[config.mk]
export PLATFORM = sky130hd
export DESIGN_NAME = clk_div_ctrl
export DESIGN_NICKNAME = d
export VERILOG_FILES = /design/src/rtl/clk_div_pkg.sv /design/src/rtl/clk_div_counter.sv /design/src/rtl/clk_div_ctrl.sv
export SDC_FILE = /design/constraint.sdc
export NUM_CORES = 1
export LEC_CHECK = 0
export CAP_MARGIN = 20
export CORE_UTILIZATION = 48
export DETAILED_ROUTE_END_ITERATION = 10
export PLACE_DENSITY = 0.72
export SYNTH_ARGS = -nofsm -noshare
export SYNTH_HDL_FRONTEND = slang
export SYNTH_SLANG_ARGS = --single-unit
[constraint.sdc]
create_clock -name in_clk -period 3.6 [get_ports in_clk]
set_input_delay 0.36 -clock in_clk [delete_from_list [all_inputs] [get_ports in_clk]]
set_output_delay 0.36 -clock in_clk [all_outputs]
set_load 0.05 [all_outputs]
[src/rtl/clk_div_pkg.sv]
// Shared definitions for the clk_div_ctrl divided-clock generator: state
// encoding, default width and the minimum legal half-period.
package clk_div_pkg;

  localparam int DIV_W_DEF = 8;
  localparam int MIN_HALF  = 1;

  typedef logic [1:0] state_t;

  localparam logic [1:0] IDLE     = 2'd0;
  localparam logic [1:0] RUN      = 2'd1;
  localparam logic [1:0] STOPPING = 2'd2;

endpackage

[src/rtl/clk_div_counter.sv]
// Half-period counter: counts 0..half-1 while enabled and flags the
// terminal count; held at zero while clr is asserted.
module clk_div_counter #(
  parameter int DIV_W = 8
) (
  input  logic             in_clk,
  input  logic             rst,
  input  logic             en,
  input  logic             clr,
  input  logic [DIV_W-1:0] half,
  output logic             tc
);

  logic [DIV_W-1:0] cnt;

  assign tc = (cnt == half - DIV_W'(1));

  // NOTE: sequential state uses non-blocking assignments so every flop
  // samples pre-edge values regardless of block ordering.
  always_ff @(posedge in_clk or negedge rst) begin
    if (!rst) begin
      cnt <= '0;
    end else if (clr) begin
      cnt <= '0;
    end else if (en) begin
      cnt <= tc ? '0 : cnt + DIV_W'(1);
    end
  end

endmodule

[src/rtl/clk_div_ctrl.sv]
// Programmable divided-clock / tick generator with glitch-free start/stop
// and boundary-aligned divide updates. Optional tick counter: CLK_DIV_TICK_COUNT_EN.
module clk_div_ctrl
  import clk_div_pkg::*;
#(
  parameter int DIV_W        = DIV_W_DEF,
  parameter int DEFAULT_HALF = 1
) (
  input  logic             in_clk,
  input  logic             rst,
  input  logic             start,
  input  logic             stop,
  input  logic [DIV_W-1:0] div_val,
  input  logic             div_valid,
  output logic             div_ready,
  output logic             clk_out,
  output logic             tick,
  output logic             running,
  output logic [DIV_W-1:0] cur_half
`ifdef CLK_DIV_TICK_COUNT_EN
  ,
  output logic [15:0]      tick_count
`endif
);

  state_t           state, state_nxt;
  logic             clk_nxt, tick_nxt;
  logic             tc, pend, xfer, apply;
  logic [DIV_W-1:0] pend_val, sat_val;

  clk_div_counter #(.DIV_W(DIV_W)) u_counter (
    .in_clk (in_clk),
    .rst    (rst),
    .en     (state != IDLE),
    .clr    (state == IDLE),
    .half   (cur_half),
    .tc     (tc)
  );

  assign div_ready = ~pend;
  assign xfer      = div_valid && div_ready;
  assign sat_val   = (div_val == '0) ? DIV_W'(MIN_HALF) : div_val;

  // NOTE: every output of this always_comb gets a default first, so no
  // path leaves a variable unassigned and no latch is inferred.
  always_comb begin
    state_nxt = state;
    clk_nxt   = clk_out;
    tick_nxt  = 1'b0;
    case (state)
      IDLE: begin
        if (start && !stop) state_nxt = RUN;
      end
      RUN: begin
        if (tc) begin
          clk_nxt  = ~clk_out;
          tick_nxt = ~clk_out;
        end
        if (stop) state_nxt = STOPPING;
      end
      STOPPING: begin
        if (start && !stop) begin
          state_nxt = RUN;
          if (tc) begin
            clk_nxt  = ~clk_out;
            tick_nxt = ~clk_out;
          end
        end else if (tc) begin
          // Finish the current phase low; never start a new high phase.
          clk_nxt   = 1'b0;
          state_nxt = IDLE;
        end
      end
      default: state_nxt = IDLE;
    endcase
  end

  // Pending divide lands on a falling toggle or on the drop back to IDLE.
  assign apply = pend && ((clk_out && !clk_nxt) ||
                          (state != IDLE && state_nxt == IDLE));

  always_ff @(posedge in_clk or negedge rst) begin
    if (!rst) begin
      state    <= IDLE;
      clk_out  <= 1'b0;
      tick     <= 1'b0;
      running  <= 1'b0;
      cur_half <= DIV_W'(DEFAULT_HALF);
      pend_val <= DIV_W'(DEFAULT_HALF);
      pend     <= 1'b0;
    end else begin
      state   <= state_nxt;
      clk_out <= clk_nxt;
      tick    <= tick_nxt;
      running <= (state_nxt != IDLE);
      if (apply) begin
        cur_half <= pend_val;
        pend     <= 1'b0;
      end else if (xfer) begin
        if (state == IDLE) begin
          cur_half <= sat_val;
        end else begin
          pend_val <= sat_val;
          pend     <= 1'b1;
        end
      end
    end
  end

`ifdef CLK_DIV_TICK_COUNT_EN
  always_ff @(posedge in_clk or negedge rst) begin
    if (!rst) begin
      tick_count <= '0;
    end else if (state == IDLE && state_nxt == RUN) begin
      tick_count <= '0;
    end else if (tick_nxt) begin
      tick_count <= tick_count + 16'd1;
    end
  end
`endif

endmodule

Yosys cells after proc, flatten, opt, wreduce, memory -nomap -nowiden --
Index checks and enable logic that the tools add are counted.
Storage, ports and cells: bits of input ports 13, output and inout bits 12, register bits after elaboration 30, logic and storage cells 59
Cells by class: reductions and logical operators 19, eq/ne operators 4, bitwise logic cells 4, multiplexer cells 22, $add $sub $neg 2
Operator list (number):
- 8-bit two-way mux | 7
- 2-bit nonzero test | 5
- 8-bit by 1-bit adder with 8-bit output (second input constant) | 1
- 8-bit equality test | 1
- 8-bit logical NOT | 1
- 1-bit two-way mux | 8
- 2-bit two-way mux | 4
- 8-bit by 1-bit subtractor with 8-bit output (second input constant) | 1
- 2-bit case mux with 3 select lines | 1
- 1-bit logical AND | 5
- 2-bit logical NOT | 2
- 1-bit NOT | 4
- 1-bit case mux with 2 select lines | 2
- 2-bit AND reduction | 2
- 3-bit AND reduction | 1
- 2-bit by 1-bit equality test with 1-bit output (second input constant) | 1
- 2-bit equality test (second input constant) | 1
- 1-bit logical NOT | 2
- 2-bit inequality test (second input constant) | 1
- 1-bit logical OR | 1

Depth between registers and ports, before layout --
Gate-level depths: netlist (run 1).
depth after elaboration 11, mapped depth 14, depth with buffers taken out 14

By module --
From an unflattened synthesis (run 1), not the netlist that was laid out.
Unflattened totals: cell total of the unflattened synthesis 177, area total of the unflattened synthesis 1895.6 sq um
By module, submodules not included:
- clk_div_ctrl | instances 1, area each 1174.9 sq um, sequential area each 553.0 sq um, cells each 92
- clk_div_counter | instances 1, area each 720.7 sq um, sequential area each 200.2 sq um, cells each 85

Worst setup path before layout (run 1) --
No wires, ideal clock.
kind register -> register, from register cur_half[1], to register cur_half[5], data required time 3.533 ns, setup slack 0.337 ns, period minus slack after synthesis 3.263 ns, path buffers 0, arrival 3.195 ns, cell stages (with the launch flop) 13, library setup time 0.067 ns, cells stage by stage dfrtp_1 or4_4 nor4_1 nor4_1 a211o_2 inv_2 ha_1 nand2_1 o211ai_1 nand4_1 o21ai_0 a211oi_4 a221o_1
On the way: cells in the longest elaborated chain, start to end 11, elaborated cells between the ends (all ways) 19, those cells by class 1 x add/sub; 1 x eq/ne; 8 x mux; 9 x reduce/logical
Ends and longest elaborated chain:
- start, declared | line clk_div_ctrl.sv:19 | output logic [DIV_W-1:0] cur_half
- start signal, assigned | line clk_div_ctrl.sv:88 | cur_half <= DIV_W'(DEFAULT_HALF);
- start signal, assigned | line clk_div_ctrl.sv:97 | cur_half <= pend_val;
- start signal, assigned | line clk_div_ctrl.sv:101 | cur_half <= sat_val;
- 8-bit by 1-bit subtractor with 8-bit output * | line clk_div_counter.sv:16 | assign tc = (cnt == half - DIV_W'(1));
- 8-bit equality test * | line clk_div_counter.sv:16
- 2-bit two-way mux, or another cell as far along | line clk_div_ctrl.sv:68 | end else if (tc) begin
- 2-bit two-way mux or 1-bit two-way mux (tied branches) | line clk_div_ctrl.sv:62 | if (start && !stop) begin
- 2-bit case mux with 3 select lines or 1-bit case mux with 2 select lines (tied branches) | line clk_div_ctrl.sv:50 | case (state)
- 2-bit logical NOT or 1-bit logical NOT (tied branches) | line clk_div_ctrl.sv:80, clk_div_ctrl.sv:79
- 1-bit logical AND (on tied branches) | line clk_div_ctrl.sv:80, clk_div_ctrl.sv:79
- 1-bit logical OR * | line clk_div_ctrl.sv:79 | assign apply = pend && ((clk_out && !clk_nxt) ||
- 1-bit logical AND * | line clk_div_ctrl.sv:79
- 2-bit nonzero test (no line)
- 2-bit AND reduction (no line)
Every way passes the cells marked *; elsewhere a longest branch is shown, timed or not. A chain may end at the register's enable or synchronous reset.

Final worst setup path (run 1) --
Ends and elaborated chain as after synthesis.

==> results.toml, run 1 <==
[outcome]
status = "completed"

[setup_path]
cp-end-kind = "flop"
crit_required_ns = 3.88
worstPathArrival_ns = 3.64
crit_path_start_kind = "flop"
worst-setup-path-type = "flop to flop"
cp_max_fo = 8

[route]
antenna_left = 0
postRouteWirelength_um = 4020
post_drt_wl_per_cell_um = 16.21
dr.max_layer_used = "met4"
via_per_inst = 5.718
drt-met1-wl_um = 1819
first_iter_violations = 72
detail_route.first_pass.iterations = 4
met3_length_um = 178
route.vias.total = 1418
met2_layer_wire_length_in_the_routed_design_um = 1959
post_detailed_route_drc_marker_count = 0

[logic_synthesis]
synthDominantAreaCellType = "sky130_fd_sc_hd__dfrtp_1"
synthCells = 172
postSynthNetCount = 193
dominantRegCellSynth = "sky130_fd_sc_hd__dfrtp_1"
synth.cells.most_frequent = "sky130_fd_sc_hd__dfrtp_1, sky130_fd_sc_hd__nor2_1, sky130_fd_sc_hd__xor2_1"
post_synth.cell_area_avg_um2 = 10.14
postSynthRegisterBits = 30
yosysWarnings = 0
ys_seq_area_frac = 0.4319
netlist_area_pre_place_mm2 = 0.001744
post_synth_main_area_contributors = "sky130_fd_sc_hd__dfrtp_1, sky130_fd_sc_hd__ha_1, sky130_fd_sc_hd__xor2_1, sky130_fd_sc_hd__a221o_1, sky130_fd_sc_hd__mux2_2"
synth_edf_count = 0
synth-async-reset-ratio = 1.000
synthMostInstantiatedCell = "sky130_fd_sc_hd__dfrtp_1"
proportion_of_netlist_area_held_by_the_largest_area_contributor = 0.4017
synth_cell_types = 38

[clocking]
tritoncts_clock_tree = "yes"
clk_transition_reported_paths_ns = 0.09
clock_network_latency_to_the_later_pin_of_the_worst_skew_pair_ns = 0.34
max-clock-path-buffers = 2
cts.sink_count = 30
tritoncts.num_buffers = 5
htree_levels = 2
clk_root_buffer_cell = "sky130_fd_sc_hd__clkbuf_4"
postCtsSetupBuffers = 0
cts.hold.buffers_added = 0

[timing]
final.setup.tns_ns = 0
fin_crit_share = 0.9360
worst_pin_slew_ns = 0.5181
fmax_mhz = 296.8
drv_slew = 0
worst_clock_skew_ns = 0.005773
setup_viol_count_final = 0
slew_headroom = 0.6535
worst_hold_check_slack_ns = 0.4159
min_tclk_post_route_ns = 3.370
report.final.hold_viol_count = 0

[hold_path]
worst_hold_path_class = "input pin to async pin"

[die]
effective_utilization_at_floorplan = 0.5106
die_height_um = 62.28
design.die.area_mm2 = 0.003879
core_area_mm2 = 0.003416
die_w_um = 62.28
rows = 21
floorplan.io_pins = 25

[finish]
num_antenna_cells = 0
core_occupancy_in_the_finished_layout = 0.6169
drive_above_1_share = 0.1386
stdcell_area_mm2 = 0.002107
finish.net_count = 222
area_growth_pct = 20.80

[grt]
number_of_antenna_violations_at_the_first_check_in_global_routing = 0
number_of_global_route_vias_before_repair = 1432
grt_use_total = 0.2206
grt_max_degree = 31
grt_first_pass_wirelength_um = 6610
grt.overflow.total = 0

[power]
power_density_mw_per_mm2 = 898.3
p_total_mw = 1.893
power.ir.vdd_worst_uv = 533.2
leakagePower_nw = 0.9035

[place]
io_buffer_count = 24
dp_hpwl_um = 2885
gp_routability_congestion = 0.8021
placedInstanceArea_mm2 = 0.002042

[job]
maxCapViolCount = 0
timing repair:
item,4_1_cts,5_1_grt
gates resized for setup,0,1
hold endpoints to repair,0,0
setup endpoints to repair,0,8
worst max-delay path, cell delays in order (launching register included):
cell and delay, ns:
sky130_fd_sc_hd__dfrtp_1 0.44, sky130_fd_sc_hd__or4_4 0.58, sky130_fd_sc_hd__o221a_1 0.27, sky130_fd_sc_hd__nor4_1 0.29, sky130_fd_sc_hd__a211o_2 0.21, sky130_fd_sc_hd__inv_2 0.06
sky130_fd_sc_hd__ha_1 0.29, sky130_fd_sc_hd__nand2_1 0.07, sky130_fd_sc_hd__o211ai_1 0.10, sky130_fd_sc_hd__nand4_1 0.18, sky130_fd_sc_hd__o21ai_0 0.16, sky130_fd_sc_hd__a211oi_4 0.44
sky130_fd_sc_hd__a221o_1 0.21
cell usage in the layout, fill, tap and decap left out, types with 4 or more instances in the layout:
cell / synthesis / final
sky130_fd_sc_hd__mux2_2: 7 / 7
sky130_fd_sc_hd__nand2_1: 7 / 7
sky130_fd_sc_hd__xor2_1: 11 / 11
sky130_fd_sc_hd__clkbuf_4: 0 / 5
sky130_fd_sc_hd__o21ai_0: 4 / 4
sky130_fd_sc_hd__nor2_1: 13 / 13
sky130_fd_sc_hd__a221o_1: 8 / 8
sky130_fd_sc_hd__and2_1: 9 / 9
sky130_fd_sc_hd__nand2b_1: 6 / 6
sky130_fd_sc_hd__nor4_1: 5 / 5
sky130_fd_sc_hd__xnor2_1: 4 / 4
sky130_fd_sc_hd__ha_1: 8 / 8
sky130_fd_sc_hd__and3_1: 4 / 4
sky130_fd_sc_hd__a21oi_1: 6 / 6
sky130_fd_sc_hd__nand3_1: 6 / 6
sky130_fd_sc_hd__clkdlybuf4s50_1: 0 / 24
sky130_fd_sc_hd__dfrtp_1: 28 / 28
sky130_fd_sc_hd__inv_1: 8 / 8
metrics by stage:
step,cells,setup slack (ns)
2_1_floorplan,172,0.3374
3_3_place_gp,240,0.3679
3_5_place_dp,240,0.2526
4_1_cts,248,0.2160
5_1_grt,248,-0.01059
6_report,248,0.2303
final cells by class:
| class | instances | area, um2 |
|---|---|---|
| flip-flops and latches | 30 | 753.2 |
| multi-input cells | 129 | 947.2 |
| fillers | 307 | 1309 |
| repair buffers | 26 | 255.2 |
| clock inverters | 1 | 5.005 |
| well taps | 46 | 57.56 |
| inverters | 9 | 33.78 |
| clock buffers | 7 | 55.05 |
worst paths after layout:
| check | start | to | slack, ns | depth (start not counted) |
|---|---|---|---|---|
| setup reg to reg | cur_half[1]$_DFFE_PN0P_ | cur_half[5]$_DFFE_PN0P_ | 0.23 | 12 |
| min in group in_clk | pend_val[0]$_DFFE_PN1P_ | pend_val[0]$_DFFE_PN1P_ | 0.51 | 2 |
| hold / removal | rst | u_counter.cnt[6]$_DFF_PN0_ | 0.42 | 2 |
| hold reg to reg | pend_val[0]$_DFFE_PN1P_ | pend_val[0]$_DFFE_PN1P_ | 0.51 | 2 |
| setup / recovery | cur_half[1]$_DFFE_PN0P_ | cur_half[5]$_DFFE_PN0P_ | 0.23 | 12 |
| max in group asynchronous | rst | cur_half[0]$_DFFE_PN1P_ | 2.86 | 2 |
flip-flops by register name, indices dropped and copies added (netlist names):
name / flops
tick: 1
u_counter.cnt: 8
running: 1
state: 2
cur_half: 8
clk_out: 1
pend_val: 8
pend: 1
cell families (layout without fill, tap and decap cells):
logic type                 count (synthesis)  count (layout)  share of synthesized area
AOI/OAI and AO/OA                         33              33                     0.1528
xor gates and xnor gates                  15              15                    0.07532
adders and majority gates                  8               8                    0.05739
and+or+nand+nor                           66              66                     0.2095
muxes                                      7               7                    0.04520
buffers and inverters                     13              43                    0.02797
DFF                                       30              30                     0.4318
metal layers:
metal,global-route usage,vias to the layer above
met4,0.09012,0
met1,0.2743,706
met3,0.06801,9
met2,0.3558,28
met5,0,-
li1,-,675
power by group:
part | internal [mW] | switching [mW] | leakage, nW
logic | 0.430 | 0.606 | 0.493
registers | 0.477 | 0.167 | 0.375
clock network | 0.0945 | 0.118 | 0.0353
total | 1.00 | 0.891 | 0.903
No activity file was read; power rests on OpenSTA's default activity.
==> run 2, diff against run 1 <==
--- a/config.mk
+++ b/config.mk
@@ -6,8 +6,10 @@
 export NUM_CORES = 1
 export LEC_CHECK = 0
+export ABC_CLOCK_PERIOD_IN_PS = 3600
 export CAP_MARGIN = 20
 export CORE_UTILIZATION = 48
 export DETAILED_ROUTE_END_ITERATION = 10
 export PLACE_DENSITY = 0.72
+export SETUP_SLACK_MARGIN = 0.2
 export SYNTH_ARGS = -nofsm -noshare
 export SYNTH_HDL_FRONTEND = slang
==> constraint.sdc (replaced) <==
create_clock -name in_clk -period 3.6 [get_ports in_clk]
set_input_delay 0.36 -clock in_clk [delete_from_list [all_inputs] [get_ports in_clk]]
set_output_delay 0.36 -clock in_clk [all_outputs]
set_load 0.01 [all_outputs]
==> results.toml, run 2 (synthesis gave the netlist of run 1 again) <==
[route]
antenna_left = 0
first_iter_violations = 88
met3_length_um = 190
detail_route.first_pass.iterations = 4
drt-met1-wl_um = 1779
postRouteWirelength_um = 4067
dr.max_layer_used = "met4"
post_detailed_route_drc_marker_count = 0
route.vias.total = 1431
via_per_inst = 5.724
met2_layer_wire_length_in_the_routed_design_um = 2056
post_drt_wl_per_cell_um = 16.27

[setup_path]
crit_required_ns = 3.83
crit_chain = "or4_4, o221a_1, nor4_2, a211o_2, inv_2, ha_1, nand2_1, o211ai_1, nand4_1, o21ai_2, a211oi_4, buf_4, a221o_1"
cp-end-kind = "flop"
worst-setup-path-type = "flop to flop"
critical_path.top_delay_family = "compound AO/OA/AOI/OAI gates"
cp_slowest_stage_delay_ns = 0.54
timing.critical_path.buf_inv = 2
cp_max_fo = 8
crit_path_start_kind = "flop"
worstPathArrival_ns = 3.48
critical_path.slowest_cell = "sky130_fd_sc_hd__or4_4"

[die]
rows = 21
floorplan.io_pins = 25
design.die.area_mm2 = 0.003879
die_height_um = 62.28
die_w_um = 62.28
core_area_mm2 = 0.003416
effective_utilization_at_floorplan = 0.5106

[timing]
worst_clock_skew_ns = 0.009836
setup_viol_count_final = 0
min_tclk_post_route_ns = 3.247
unrepaired_setup_endpoints_after_global_routing = "no"
slew_headroom = 0.7307
final.setup.tns_ns = 0
drv_slew = 0
worst_hold_check_slack_ns = 0.4139
fin_crit_share = 0.9019
report.final.hold_viol_count = 0
fmax_mhz = 308.0
worst_pin_slew_ns = 0.4039

[grt]
grt_max_degree = 31
grt.overflow.total = 0
number_of_antenna_violations_at_the_first_check_in_global_routing = 0
number_of_global_route_vias_before_repair = 1432
grt_first_pass_wirelength_um = 6610
grt_use_total = 0.2206

[finish]
drive_above_1_share = 0.1667
core_occupancy_in_the_finished_layout = 0.6264
stdcell_area_mm2 = 0.002140
register_area_um2 = 754.5
layout_common_cells = "sky130_fd_sc_hd__dfrtp_1, sky130_fd_sc_hd__clkdlybuf4s50_1, sky130_fd_sc_hd__nor2_1, sky130_fd_sc_hd__xor2_1, sky130_fd_sc_hd__and2_1"
area_of_the_multi_input_gates_um2 = 963.4
mostFrequentLayoutCell = "sky130_fd_sc_hd__dfrtp_1"
num_antenna_cells = 0
fill_cells = 307
finish.net_count = 224
area_growth_pct = 22.67
largest_registers = "cur_half x8, pend_val x8, u_counter.cnt x8"

[place]
dp_hpwl_um = 2885
io_buffer_count = 24
placedInstanceArea_mm2 = 0.002042
gp_routability_congestion = 0.8021

[clocking]
tritoncts_clock_tree = "yes"
cts.hold.buffers_added = 0
tritoncts.num_buffers = 5
clk_root_buffer_cell = "sky130_fd_sc_hd__clkbuf_4"
max-clock-path-buffers = 2
clk_transition_reported_paths_ns = 0.10
htree_levels = 2
clock_network_latency_to_the_later_pin_of_the_worst_skew_pair_ns = 0.34
cts.sink_count = 30

[power]
power.ir.vdd_worst_uv = 444.9
power_density_mw_per_mm2 = 815.2
leakagePower_nw = 0.9149
p_total_mw = 1.744

[job]
maxCapViolCount = 0

[outcome]
status = "completed"

[hold_path]
worst_hold_path_class = "input pin to async pin"
==> run 2: metal layers <==
| metal | vias up | GRT usage |
|---|---|---|
| li1 | 677 | - |
| met3 | 8 | 0.06801 |
| met2 | 38 | 0.3558 |
| met1 | 708 | 0.2743 |
| met5 | - | 0 |
| met4 | 0 | 0.09012 |
==> run 2: final cells by class <==
class / count / share of cell area
tap: 46 / 0.02690
multi-input combinational: 129 / 0.4503
clock inverter: 1 / 0.002339
inverter: 9 / 0.01579
timing repair buffer: 28 / 0.1263
clock buffer: 7 / 0.02573
sequential: 30 / 0.3526
==> run 2: final timing paths <==
kind,start,end,slack [ns],cells after the start
max in group asynchronous,rst,cur_half[0]$_DFFE_PN1P_,2.85,2
max,cur_half[2]$_DFFE_PN0P_,cur_half[3]$_DFFE_PN0P_,0.35,13
min in group in_clk,pend_val[0]$_DFFE_PN1P_,pend_val[0]$_DFFE_PN1P_,0.51,2
max reg2reg,cur_half[2]$_DFFE_PN0P_,cur_half[3]$_DFFE_PN0P_,0.35,13
min reg2reg,pend_val[0]$_DFFE_PN1P_,pend_val[0]$_DFFE_PN1P_,0.51,2
min,rst,running$_DFF_PN0_,0.41,2
==> run 2: report_power, final <==
| group | switching, mW | internal [mW] |
|---|---|---|
| combinational | 0.434 | 0.454 |
| clock | 0.119 | 0.0945 |
| sequential | 0.165 | 0.478 |
| total | 0.718 | 1.03 |
==> run 2: metrics by stage <==
stage / instances / setup WS [ns]
final: 250 / 0.3531
after global routing: 250 / 0.1714
after CTS: 248 / 0.2160
after detailed placement: 240 / 0.2526
after global placement: 240 / 0.3679
after floorplan: 172 / 0.5481
==> run 2: timing repair <==
item	CTS	global route
resized for setup	0	6
endpoints found under the setup margin	0	8
buffers inserted	0	2
hold endpoints to repair	0	0
==> run 3, diff against run 2 <==
ABC_CLOCK_PERIOD_IN_PS = 3200   (was 3600)
clock period = 3.2 ns   (was 3.6 ns; I/O delays follow)
==> results.toml, run 3 (synthesis gave the netlist of run 1 again) <==
[die]
rows = 21
die_height_um = 62.28
effective_utilization_at_floorplan = 0.5106
design.die.area_mm2 = 0.003879
die_w_um = 62.28
floorplan.io_pins = 25
core_area_mm2 = 0.003416

[outcome]
status = "completed"

[grt]
grt_use_total = 0.2382
grt.overflow.total = 0
number_of_antenna_violations_at_the_first_check_in_global_routing = 0
number_of_global_route_vias_before_repair = 1545
grt_first_pass_wirelength_um = 7120
grt_max_degree = 31

[place]
gp_routability_congestion = 0.8164
dp_hpwl_um = 2897
numPlacedInstances = 243
io_buffer_count = 24
pre_cts_ws_ns = -0.03884
placedInstanceArea_mm2 = 0.002064

[timing]
fin_crit_share = 0.9605
setup_ws_ns = 0.1265
min_tclk_post_route_ns = 3.073
fmax_mhz = 325.4
worst_pin_slew_ns = 0.4964
report.final.hold_viol_count = 0
unrepaired_setup_endpoints_after_global_routing = "yes"
drv_slew = 0
worst_clock_skew_ns = 0.01243
worst_hold_check_slack_ns = 0.3605
setup_viol_count_final = 0
slew_headroom = 0.6691

[hold_path]
worst_hold_path_class = "input pin to async pin"

[job]
maxCapViolCount = 0

[setup_path]
worstPathArrival_ns = 3.31
cp-end-kind = "flop"
worst-setup-path-type = "flop to flop"
crit_path_start_kind = "flop"
reg2reg_setup_slack_ns = 0.13
cp_max_fo = 5
crit_required_ns = 3.44
regToRegStartpoint = "cur_half[0]$_DFFE_PN1P_"
reg2reg_depth = 12
worstReg2RegEnd = "cur_half[1]$_DFFE_PN0P_"

[finish]
finish.net_count = 238
mostFrequentLayoutCell = "sky130_fd_sc_hd__dfrtp_1"
largest_registers = "cur_half x8, pend_val x8, u_counter.cnt x8"
stdcell_area_mm2 = 0.002315
area_growth_pct = 32.71
final-instance-count-excl-fill = 264
drive_above_1_share = 0.2431
num_antenna_cells = 0
layout_common_cells = "sky130_fd_sc_hd__dfrtp_1, sky130_fd_sc_hd__clkdlybuf4s50_1, sky130_fd_sc_hd__buf_4, sky130_fd_sc_hd__nor2_1, sky130_fd_sc_hd__xor2_1"

[clocking]
cts.sink_count = 30
clock_network_latency_to_the_later_pin_of_the_worst_skew_pair_ns = 0.34
tritoncts.num_buffers = 5
htree_levels = 2
clk_transition_reported_paths_ns = 0.10
tritoncts_clock_tree = "yes"
cts.hold.buffers_added = 0
max-clock-path-buffers = 2
clk_root_buffer_cell = "sky130_fd_sc_hd__clkbuf_4"

[route]
detail_route.first_pass.iterations = 4
via_per_inst = 5.761
route.vias.total = 1521
post_detailed_route_drc_marker_count = 0
postRouteWirelength_um = 4166
post_drt_wl_per_cell_um = 15.78
first_iter_violations = 85
antenna_left = 0

[power]
leakagePower_nw = 0.9894
power_density_mw_per_mm2 = 922.3
power.ir.vdd_worst_uv = 552.0
-- run 3: how the worst max path moves through the flow --
stage | startpoint | endpoint | slack (ns)
final | cur_half[0]$_DFFE_PN1P_ | cur_half[1]$_DFFE_PN0P_ | 0.13
after global routing | cur_half[0]$_DFFE_PN1P_ | cur_half[3]$_DFFE_PN0P_ | -0.01
after CTS | cur_half[2]$_DFFE_PN0P_ | cur_half[6]$_DFFE_PN0P_ | 0.20
after detailed placement | cur_half[1]$_DFFE_PN0P_ | cur_half[0]$_DFFE_PN1P_ | -0.04
after global placement | cur_half[1]$_DFFE_PN0P_ | cur_half[5]$_DFFE_PN0P_ | 0.11
after floorplan | cur_half[1]$_DFFE_PN0P_ | cur_half[1]$_DFFE_PN0P_ | 0.23
-- run 3: cell type report --
cell class	count	area, um2
tap	46	57.56
inverter	9	36.28
fill	263	1101
sequential	30	754.5
multi-input combinational	129	1027
timing repair buffer	42	379.1
clock buffer	7	55.05
clock inverter	1	5.005
-- run 3: metal layers --
layer  vias to the layer above  routed length (um)  track usage
met5                         -                   0            0
met4                         0                  76       0.1221
met3                         9                 209      0.06985
met2                        50                2080       0.3970
met1                       751                1800       0.2773
li1                        711                   -            -
-- run 3: worst max-delay path, stage by stage (launching register included) --
cell	delay, ns
sky130_fd_sc_hd__dfstp_2	0.40
sky130_fd_sc_hd__or4_4	0.58
sky130_fd_sc_hd__buf_4	0.17
sky130_fd_sc_hd__nor4_4	0.14
sky130_fd_sc_hd__nor4_2	0.08
sky130_fd_sc_hd__a211o_2	0.36
sky130_fd_sc_hd__ha_2	0.18
sky130_fd_sc_hd__o211ai_1	0.23
sky130_fd_sc_hd__nand4_1	0.18
sky130_fd_sc_hd__o21ai_2	0.12
sky130_fd_sc_hd__a211oi_4	0.09
sky130_fd_sc_hd__buf_6	0.14
sky130_fd_sc_hd__a221o_1	0.31
-- run 3: through the flow --
| step | setup TNS (ns) | total power, mW | util |
|---|---|---|---|
| 6_report | 0 | 2.135 | 0.6777 |
| 5_1_grt | -0.02288 | 2.287 | 0.6777 |
| 4_1_cts | 0 | 2.066 | 0.6615 |
| 3_5_place_dp | -0.2616 | 1.681 | 0.6044 |
| 3_3_place_gp | 0 | 1.627 | 0.6044 |
| 2_1_floorplan | 0 | 1.325 | - |
-- run 3: where the power goes --
part | switching [mW] | total (mW) | internal, mW
Clock | 0.136 | 0.242 | 0.106
Sequential | 0.171 | 0.708 | 0.538
Combinational | 0.568 | 1.18 | 0.617
-- run 3: timing repair --
action,4_1_cts,5_1_grt
pin swaps,8,8
buffers inserted,10,3
setup endpoints to repair,8,9
resized for setup,9,8
cloned,0,0
